$ cat src/rtl/mrd_pkg.sv
// rtl/mrd_pkg.sv - shared state type, radix limits and factor check for the mixed-radix frame scheduler
package mrd_pkg;

  typedef enum logic [2:0] {
    IDLE,
    CHK,
    ISSUE,
    DRAIN,
    GAP
  } sched_state_e;

  localparam logic [2:0] FACTOR_MIN = 3'd2;
  localparam logic [2:0] FACTOR_MAX = 3'd5;

  // A stage radix is usable only if the butterfly engine implements it
  function automatic logic factor_ok(input logic [2:0] f);
    return (f >= FACTOR_MIN) && (f <= FACTOR_MAX);
  endfunction

endpackage

$ cat src/rtl/mrd_grp_cnt.sv
// rtl/mrd_grp_cnt.sv - per-stage issued-group and writeback counters with balance/overflow flags
module mrd_grp_cnt #(
  parameter int CNT_W = 13
) (
  input  logic clk,
  input  logic rst,
  input  logic clr,
  input  logic count_en,
  input  logic grant,
  input  logic wb,
  output logic balanced,
  output logic overflow
);

  logic [CNT_W-1:0] issued;
  logic [CNT_W-1:0] wb_cnt;
  logic [CNT_W-1:0] issued_nxt;
  logic [CNT_W-1:0] wb_nxt;

  // Next-count values so a writeback landing with a grant is judged against both
  always_comb begin
    issued_nxt = issued + CNT_W'(grant);
    wb_nxt     = wb_cnt + CNT_W'(wb);
  end

  assign balanced = (wb_cnt == issued);
  assign overflow = count_en && wb && (wb_nxt > issued_nxt);

  // Clear at stage start; a writeback in the clearing cycle still counts
  always_ff @(posedge clk) begin
    if (rst) begin
      issued <= '0;
      wb_cnt <= '0;
    end else if (clr) begin
      issued <= '0;
      wb_cnt <= CNT_W'(count_en && wb);
    end else if (count_en) begin
      issued <= issued_nxt;
      wb_cnt <= wb_nxt;
    end
  end

endmodule

$ cat src/rtl/mrd_frame_sched.sv
// rtl/mrd_frame_sched.sv - frame/stage scheduler for the radix-2/3/4/5 DFT engine; optional watchdog: MRD_SCHED_WDOG_EN
module mrd_frame_sched
  import mrd_pkg::*;
#(
  parameter int MAX_STG  = 8,
  parameter int LEN_W    = 12,
  parameter int GAP_CYC  = 4,
  parameter int WDOG_CYC = 1024
) (
  input  logic                       clk,
  input  logic                       rst,
  input  logic                       frm_valid,
  output logic                       frm_ready,
  input  logic [LEN_W-1:0]           cfg_len,
  input  logic [3:0]                 cfg_nstg,
  input  logic [3*MAX_STG-1:0]       cfg_factors,
  output logic                       sw,
  output logic [$clog2(MAX_STG)-1:0] stage_idx,
  output logic [2:0]                 factor,
  output logic                       grp_valid,
  input  logic                       grp_ready,
  output logic [LEN_W-1:0]           grp_addr,
  input  logic                       wb_valid,
  output logic                       frm_done,
  output logic                       busy,
  output logic                       err
);

  localparam int STG_W = $clog2(MAX_STG);
  localparam int GAP_W = $clog2(GAP_CYC + 1);

  if (GAP_CYC < 1 || WDOG_CYC < 1) begin : g_param_check
    $error("mrd_frame_sched: GAP_CYC and WDOG_CYC must be at least 1");
  end

  sched_state_e         state;
  logic                 sw_nxt;
  logic [LEN_W-1:0]     len_q;
  logic [3:0]           nstg_q;
  logic [3*MAX_STG-1:0] facs_q;
  logic [LEN_W:0]       acc;
  logic [GAP_W-1:0]     gap_cnt;

  logic [LEN_W:0]       acc_sum;
  logic                 last_grp;
  logic [STG_W-1:0]     stage_nxt;
  logic [2:0]           next_factor;
  logic                 last_stg;
  logic                 gap_done;
  logic                 cfg_bad;
  logic                 grant;
  logic                 count_en;
  logic                 cnt_clr;
  logic                 balanced;
  logic                 ovf;
  logic                 ovf_err;
  logic                 wb_err;
  logic                 wdog_hit;

  // Validate the latched frame configuration; only stages in use must carry a legal radix
  always_comb begin
    cfg_bad = (nstg_q == 4'd0) || (nstg_q > 4'(MAX_STG)) || (len_q == '0);
    for (int s = 0; s < MAX_STG; s++) begin
      if ((4'(s) < nstg_q) && !factor_ok(facs_q[3*s +: 3])) begin
        cfg_bad = 1'b1;
      end
    end
  end

  // Stage progress terms: point accumulator step, stage advance and gap timing
  always_comb begin
    acc_sum     = acc + (LEN_W+1)'(factor);
    last_grp    = (acc_sum >= {1'b0, len_q});
    stage_nxt   = stage_idx + STG_W'(1);
    next_factor = facs_q[3*int'(stage_nxt) +: 3];
    last_stg    = (4'(stage_idx) == (nstg_q - 4'd1));
    gap_done    = (gap_cnt == GAP_W'(GAP_CYC - 1));
  end

  assign grant    = grp_valid && grp_ready;
  assign count_en = (state == CHK) || (state == ISSUE) || (state == DRAIN);
  assign cnt_clr  = ((state == CHK) && !cfg_bad) ||
                    ((state == GAP) && gap_done && !last_stg);
  assign ovf_err  = ovf && ((state == ISSUE) || (state == DRAIN));
  assign wb_err   = wb_valid && ((state == IDLE) || (state == GAP));

  assign grp_addr  = acc[LEN_W-1:0];
  assign busy      = (state != IDLE);
  // Held low through the frm_done cycle so a new frame is taken one cycle later at the earliest
  assign frm_ready = (state == IDLE) && !err && !frm_done;

  mrd_grp_cnt #(
    .CNT_W(LEN_W + 1)
  ) u_grp_cnt (
    .clk      (clk),
    .rst      (rst),
    .clr      (cnt_clr),
    .count_en (count_en),
    .grant    (grant),
    .wb       (wb_valid),
    .balanced (balanced),
    .overflow (ovf)
  );

`ifdef MRD_SCHED_WDOG_EN
  localparam int WD_W = $clog2(WDOG_CYC + 1);
  logic [WD_W-1:0] wdog_cnt;

  // Cycles spent in ISSUE/DRAIN without any group handshake or writeback
  always_ff @(posedge clk) begin
    if (rst || !((state == ISSUE) || (state == DRAIN)) || wb_valid || grant) begin
      wdog_cnt <= '0;
    end else if (!wdog_hit) begin
      wdog_cnt <= wdog_cnt + WD_W'(1);
    end
  end

  assign wdog_hit = ((state == ISSUE) || (state == DRAIN)) && (wdog_cnt == WD_W'(WDOG_CYC));
`else
  assign wdog_hit = 1'b0;
`endif

  // Frame FSM: accept, check, per-stage issue/drain/gap, then frame completion
  always_ff @(posedge clk) begin
    if (rst) begin
      state     <= IDLE;
      sw        <= 1'b0;
      sw_nxt    <= 1'b0;
      len_q     <= '0;
      nstg_q    <= '0;
      facs_q    <= '0;
      acc       <= '0;
      gap_cnt   <= '0;
      stage_idx <= '0;
      factor    <= '0;
      grp_valid <= 1'b0;
      frm_done  <= 1'b0;
      err       <= 1'b0;
    end else begin
      frm_done <= 1'b0;
      if (wb_err || ovf_err) begin
        err <= 1'b1;
      end
      case (state)
        IDLE: begin
          if (frm_valid && frm_ready) begin
            len_q     <= cfg_len;
            nstg_q    <= cfg_nstg;
            facs_q    <= cfg_factors;
            sw        <= sw_nxt;
            sw_nxt    <= ~sw_nxt;
            stage_idx <= '0;
            state     <= CHK;
          end
        end
        CHK: begin
          if (cfg_bad) begin
            err   <= 1'b1;
            state <= IDLE;
          end else begin
            acc       <= '0;
            stage_idx <= '0;
            factor    <= facs_q[2:0];
            grp_valid <= 1'b1;
            state     <= ISSUE;
          end
        end
        ISSUE: begin
          if (grp_ready) begin
            acc <= acc_sum;
            if (last_grp) begin
              grp_valid <= 1'b0;
              state     <= DRAIN;
            end
          end
        end
        DRAIN: begin
          if (balanced) begin
            gap_cnt <= '0;
            state   <= GAP;
          end
        end
        GAP: begin
          if (gap_done) begin
            if (last_stg) begin
              frm_done <= 1'b1;
              state    <= IDLE;
            end else begin
              stage_idx <= stage_nxt;
              factor    <= next_factor;
              acc       <= '0;
              grp_valid <= 1'b1;
              state     <= ISSUE;
            end
          end else begin
            gap_cnt <= gap_cnt + GAP_W'(1);
          end
        end
        default: begin
          grp_valid <= 1'b0;
          state     <= IDLE;
        end
      endcase
      if (wdog_hit) begin
        err       <= 1'b1;
        grp_valid <= 1'b0;
        state     <= IDLE;
      end
    end
  end

endmodule

$ cat config.mk
export PLATFORM = sky130hd
export DESIGN_NAME = mrd_frame_sched
export DESIGN_NICKNAME = d
export VERILOG_FILES = /design/src/rtl/mrd_pkg.sv /design/src/rtl/mrd_grp_cnt.sv /design/src/rtl/mrd_frame_sched.sv
export SDC_FILE = /design/constraint.sdc
export NUM_CORES = 1
export LEC_CHECK = 0
export BUFFER_PORTS_ARGS = -buffer_cell sky130_fd_sc_hd__buf_2
export CORE_MARGIN = 4
export CORE_UTILIZATION = 54
export CTS_BUF_LIST = sky130_fd_sc_hd__clkbuf_8 sky130_fd_sc_hd__clkbuf_16
export CTS_CLUSTER_SIZE = 12
export DETAILED_ROUTE_END_ITERATION = 12
export PLACE_DENSITY_LB_ADDON = 0.15
export SETUP_SLACK_MARGIN = 0.05
export SLEW_MARGIN = 25
export SYNTH_ARGS = -nofsm -noshare
export SYNTH_HDL_FRONTEND = slang
export SYNTH_SLANG_ARGS = --single-unit
$ cat constraint.sdc
create_clock -name clk -period 2.99 [get_ports clk]
set_clock_uncertainty 0.05 [all_clocks]
set_input_delay 0.4485 -clock clk [delete_from_list [all_inputs] [get_ports clk]]
set_output_delay 0.4485 -clock clk [all_outputs]
set_load 0.02 [all_outputs]
After elaboration in Yosys (flattened, before gate mapping). Index checks and enable logic that the tools add are counted. W data, S select, Z words.

Flip-flop bits (word level): 96. Input port bits: 45. Output and inout port bits: 24. Logic and storage cells: 181.

$add $sub $neg: 6. Multipliers: 1. Order comparisons: 27. Equality and inequality tests: 15. Shifts and indexed selects: 1. Mux-type cells: 45. Bitwise logic cells: 4. Reduce and logical (&&, ||, !) cells: 66.

Operator list (number): $mux W13 (4); $mux W3 (14); $pmux W13 S3 (1); $logic_and A1 B1 Y1 (27); $add A13 B1 Y13 (2); $ge A3 B2 Y1 const B (8); $le A3 B3 Y1 const B (8); $shiftx A24 B6 Y3 (1); $mux W1 (19); $lt A3 B4 Y1 const A (4); $pmux W3 S5 (1); $reduce_and A5 Y1 (3); $ne A2 B2 Y1 const B (7); $add A13 B3 Y13 (1); $eq A13 B13 Y1 (1); $ge A13 B12 Y1 (1); $gt A13 B13 Y1 (1); $logic_not A1 Y1 (12); $logic_not A12 Y1 (1); $pmux W3 S2 (2); $eq A3 B2 Y1 const B (3); $pmux W3 S3 (1); $reduce_bool A3 Y1 (3); $logic_or A1 B1 Y1 (8); 22 further kinds (32).

Longest topological paths before layout.
Depth in word-level cells: 16. Depth in mapped cells: 14. Gate-level depth less buffers: 14.

Cells and area by module. A second synthesis with hierarchy kept.

Cell total of the unflattened synthesis: 746. Area total of the unflattened synthesis: 6035.8 sq um.

By module, submodules not included: mrd_frame_sched (instances 1, cells each 506, area an instance 4025.1 sq um, sequential area each 1401.3 sq um); mrd_grp_cnt (instances 1, cells each 240, area an instance 2010.7 sq um, sequential area each 520.5 sq um).

Worst setup path before layout. No wires, ideal clock.

Path type: flip-flop to flip-flop. From: reg factor[1]. To: reg state[0]. Setup time: 132 ps. Data arrival time: 2810 ps. Required time: 2808 ps. Slack: -2 ps. Cell stages (with the launch flop): 13. Buffers on the path: 0. Period minus slack after synthesis: 2992 ps. Cell sequence: dfxtp_1 ha_1 a21o_1 a21oi_1 nor2_1 xor2_1 ha_1 a21oi_1 a21boi_0 a2111oi_0 a21oi_1 o211ai_1 a21oi_1.

Cells in the longest elaborated chain, start to end: 4.

RTL lines: start: declaration (RTL line mrd_frame_sched.sv:19) `output logic [2:0] factor,`; start signal: assignment (RTL line mrd_frame_sched.sv:163) `factor <= facs_q[2:0];`; start signal: assignment (RTL line mrd_frame_sched.sv:190) `factor <= next_factor;`; $add A13 B3 Y13 (RTL line mrd_frame_sched.sv:72) `acc_sum = acc + (LEN_W+1)'(factor);`; $ge A13 B12 Y1 (RTL line mrd_frame_sched.sv:73) `last_grp = (acc_sum >= {1'b0, len_q});`; $ne A2 B2 Y1 (no line); $reduce_and A5 Y1 (no line); end signal: assignment (RTL line mrd_frame_sched.sv:126) `state <= IDLE;`; end signal: assignment (RTL line mrd_frame_sched.sv:153) `state <= CHK;`; end signal: assignment (RTL line mrd_frame_sched.sv:159) `state <= IDLE;`; end: declaration (RTL line mrd_frame_sched.sv:36) `sched_state_e state;`.

Every way passes these cells. A chain may end at the register's enable or synchronous reset.

Worst setup path in the final report.
From: reg factor[1]. To: reg grp_valid.

Cells in the longest elaborated chain, start to end: 4.

RTL lines: $add A13 B3 Y13 (RTL line mrd_frame_sched.sv:72); $ge A13 B12 Y1 (RTL line mrd_frame_sched.sv:73); $ne A2 B2 Y1 (no line); $reduce_and A6 Y1 (no line); end signal: assignment (RTL line mrd_frame_sched.sv:136) `grp_valid <= 1'b0;`; end signal: assignment (RTL line mrd_frame_sched.sv:164) `grp_valid <= 1'b1;`; end signal: assignment (RTL line mrd_frame_sched.sv:172) `grp_valid <= 1'b0;`; end: declaration (RTL line mrd_frame_sched.sv:20) `output logic grp_valid,`.

Every way passes these cells.

==> qor.yml <==
setup_path:
  end_kind: "flop"
  critPathKind: "reg2reg"
  worst-path-max-fanout: 4
  required_ps: 3200
  cp_data_arrival_time_ps: 3140
  cp_slowest_cell: "dfxtp_1"
  slowest_delay_ps: 460
  cp_cell_sequence: "ha_1 -> a21o_1 -> a21oi_2 -> nor2_1 -> xor2_1 -> ha_1 -> nand3_1 -> a21boi_0 -> a2111oi_2 -> a21oi_1 -> nor2_1 -> o311a_1"
  crit_family: "compound AO/OA/AOI/OAI gates"
  critical_path_buf_inv_count: 0
  critPathLaunchType: "flop"
global_routing:
  gr-total-overflow: 0
  grt_pass1_vias: 5097
  grt_antenna_before_repair: 0
  grt_pass1_wl_microns: 24200
  grt_max_degree: 69
  grt_usage: 0.230
pwr:
  combPwrFrac: 0.317
  ir_drop_mv: 0.386
  p_leak_nw: 2.80
  power_density_nw_per_um2: 510
  clkPwrFrac: 0.238
  intPower_w: 0.00216
  p_sw_w: 0.00128
  seq_power_share: 0.445
  switching_share: 0.372
die:
  io_pins: 69
  core_sq_um: 10800
  die_area_sq_um: 12900
  rows: 38
  start_util: 0.553
  die_w_microns: 113
  die_h_microns: 113
yosys:
  ys_top_cells_by_area: "dfxtp_1, nand2_1, ha_1"
  netlist_area_sq_um: 6000
  synth_top_area_share: 0.320
  ys_ff_latch: 96
  ys_seq_area_frac: 0.320
  synth_most_common_cell: "nand2_1"
  yosys.area.top_type: "dfxtp_1"
  syn_area_per_cell_sq_um: 7.97
  syn_inst: 752
  yosys_warnings: 0
  synth.net_count: 836
  synth_top_flop_cell: "dfxtp_1"
  yosys-top-cells-count: "nand2_1, dfxtp_1, a21oi_1"
  synth_cell_types: 69
  synthArstFlopShare: 0
  synth_edf_count: 0
timing:
  min_period_ps: 2930
  drv_slew: 0
  fmax_mhz: 342
  timing.final.crit_share: 0.978
  relSlewSlack: 0.444
  rsz0062_at_grt: "yes"
  setup_viol: 0
  worst_slew_pin_slew_ps: 832
  final-hold-violation-count: 0
clock_tree:
  cts_buffers: 9
  clk_latency_ps: 370
  cts_tree: "built"
  cts_buffer_depth: 2
  htree_num_levels: 3
  numClockSinks: 96
  cts.clk_slew.worst_paths_ps: 100
  ctsRootBufferMaster: "clkbuf_8"
finish:
  diodes: 0
  final_cell_area_sq_um: 6750
  drive_gt1_frac: 0.202
  fin_nets: 890
  fin_util: 0.623
  area_delta_synth_final_pct: 12.5
placed_design:
  io_buffers: 68
  dp_hpwl_microns: 11000
  place.gp.congestion: 0.925
  dpl-instance-area_sq_um: 6460
detailed_routing:
  wirelength_microns: 14700
  dr.pass1.iters: 5
  initialDrtViolationCount: 290
  via_count: 5272
  ant_nets: 0
  post-route-drc-count: 0
  routed_via_density: 5.54
  wire_per_inst_microns: 15.5
run:
  maxCapViolations: 0
status:
  status: "complete, no violations"
hold_path:
  hold_path.class: "in2reg"
==> worst paths after layout <==
path                     end       startpoint  depth (start not counted)  slack [ps]
hold reg to reg    facs_q[6]        facs_q[6]                          2         410
setup / recovery   grp_valid        factor[1]                         12          60
hold / removal    facs_q[19]  cfg_factors[19]                          3         260
setup reg to reg   grp_valid        factor[1]                         12          60
==> worst register-to-register path: stages, from the launching register on <==
cell and delay, ps:
dfxtp_1 460, ha_1 270, a21o_1 170, a21oi_2 200
nor2_1 110, xor2_1 170, ha_1 340, nand3_1 90
a21boi_0 310, a2111oi_2 70, a21oi_1 220, nor2_1 80
o311a_1 280
==> kinds of logic after synthesis <==
| logic type | synth area share |
|---|---|
| xor+xnor | 0.122 |
| compound gates | 0.146 |
| simple gates | 0.233 |
| mux | 0.0292 |
| fa+ha+maj | 0.0826 |
| buf+inv | 0.0663 |
| flops | 0.320 |
==> stage by stage <==
step	cells	TNS, ps	setup slack (ps)	hold slack (ps)	power (W)
2_1_floorplan	752	0	52.3	382	0.00233
3_3_place_gp	932	-32.7	-32.7	391	0.00260
3_5_place_dp	932	-253	-143	398	0.00263
4_1_cts	948	0	50.4	239	0.00344
5_1_grt	951	-30.4	-30.4	243	0.00366
6_report	951	0	64.6	255	0.00344
==> cell usage in the layout (no fill, tap or decap), types with 8 or more instances in the layout <==
cell type  instances
buf_2             68
xnor2_1           36
dfxtp_1           93
clkbuf_8          11
ha_1              34
nand4_1           15
a21oi_1           73
o21ai_0           23
nor4_1             8
nor3_1            14
nand2_1          140
nand3_1           18
xor2_1            45
nor2_1            53
nand3b_1           8
buf_4             37
inv_1             23
==> metal layers <==
layer	global-route usage	share of wire	vias up
met2	0.393	0.49	130
met3	0.0430	0.049	22
met4	0.0825	0.019	0
met1	0.290	0.44	2455
met5	0	0	-
li1	-	-	2665
==> repair_timing <==
action,in CTS,in global routing
pin swaps,2,9
setup buffers,0,3
setup endpoints to repair,3,3
hold buffers,0,0
resized for setup,2,21
==> area by class of cell <==
cell class              instances  area, sq um
flip-flops and latches         96         1930
clock inverters                 5         32.5
fillers                      1007         4090
clock buffers                  11          151
inverters                      22         82.6
well taps                     140          175
repair buffers                105          618
multi-input cells             572         3760
==> sequential cells by signal (all words and copies together) (netlist names) <==
name              count
facs_q               24
acc                  13
u_grp_cnt.issued     13
u_grp_cnt.wb_cnt     13
len_q                12
nstg_q                4
factor                3
gap_cnt               3
stage_idx             3
state                 3
err                   1
frm_done              1
grp_valid             1
sw                    1
sw_nxt                1
==> power groups by stage <==
| stage | sequential, W | combinational, W | clock [W] |
|---|---|---|---|
| after floorplan | 0.00150 | 0.000831 | 0 |
| after global placement | 0.00155 | 0.00105 | 0 |
| after detailed placement | 0.00156 | 0.00107 | 0 |
| after CTS | 0.00153 | 0.00108 | 0.000837 |
| after global routing | 0.00155 | 0.00122 | 0.000884 |
| final | 0.00153 | 0.00109 | 0.000819 |
Note: power is estimated with default switching activity, not from simulation.
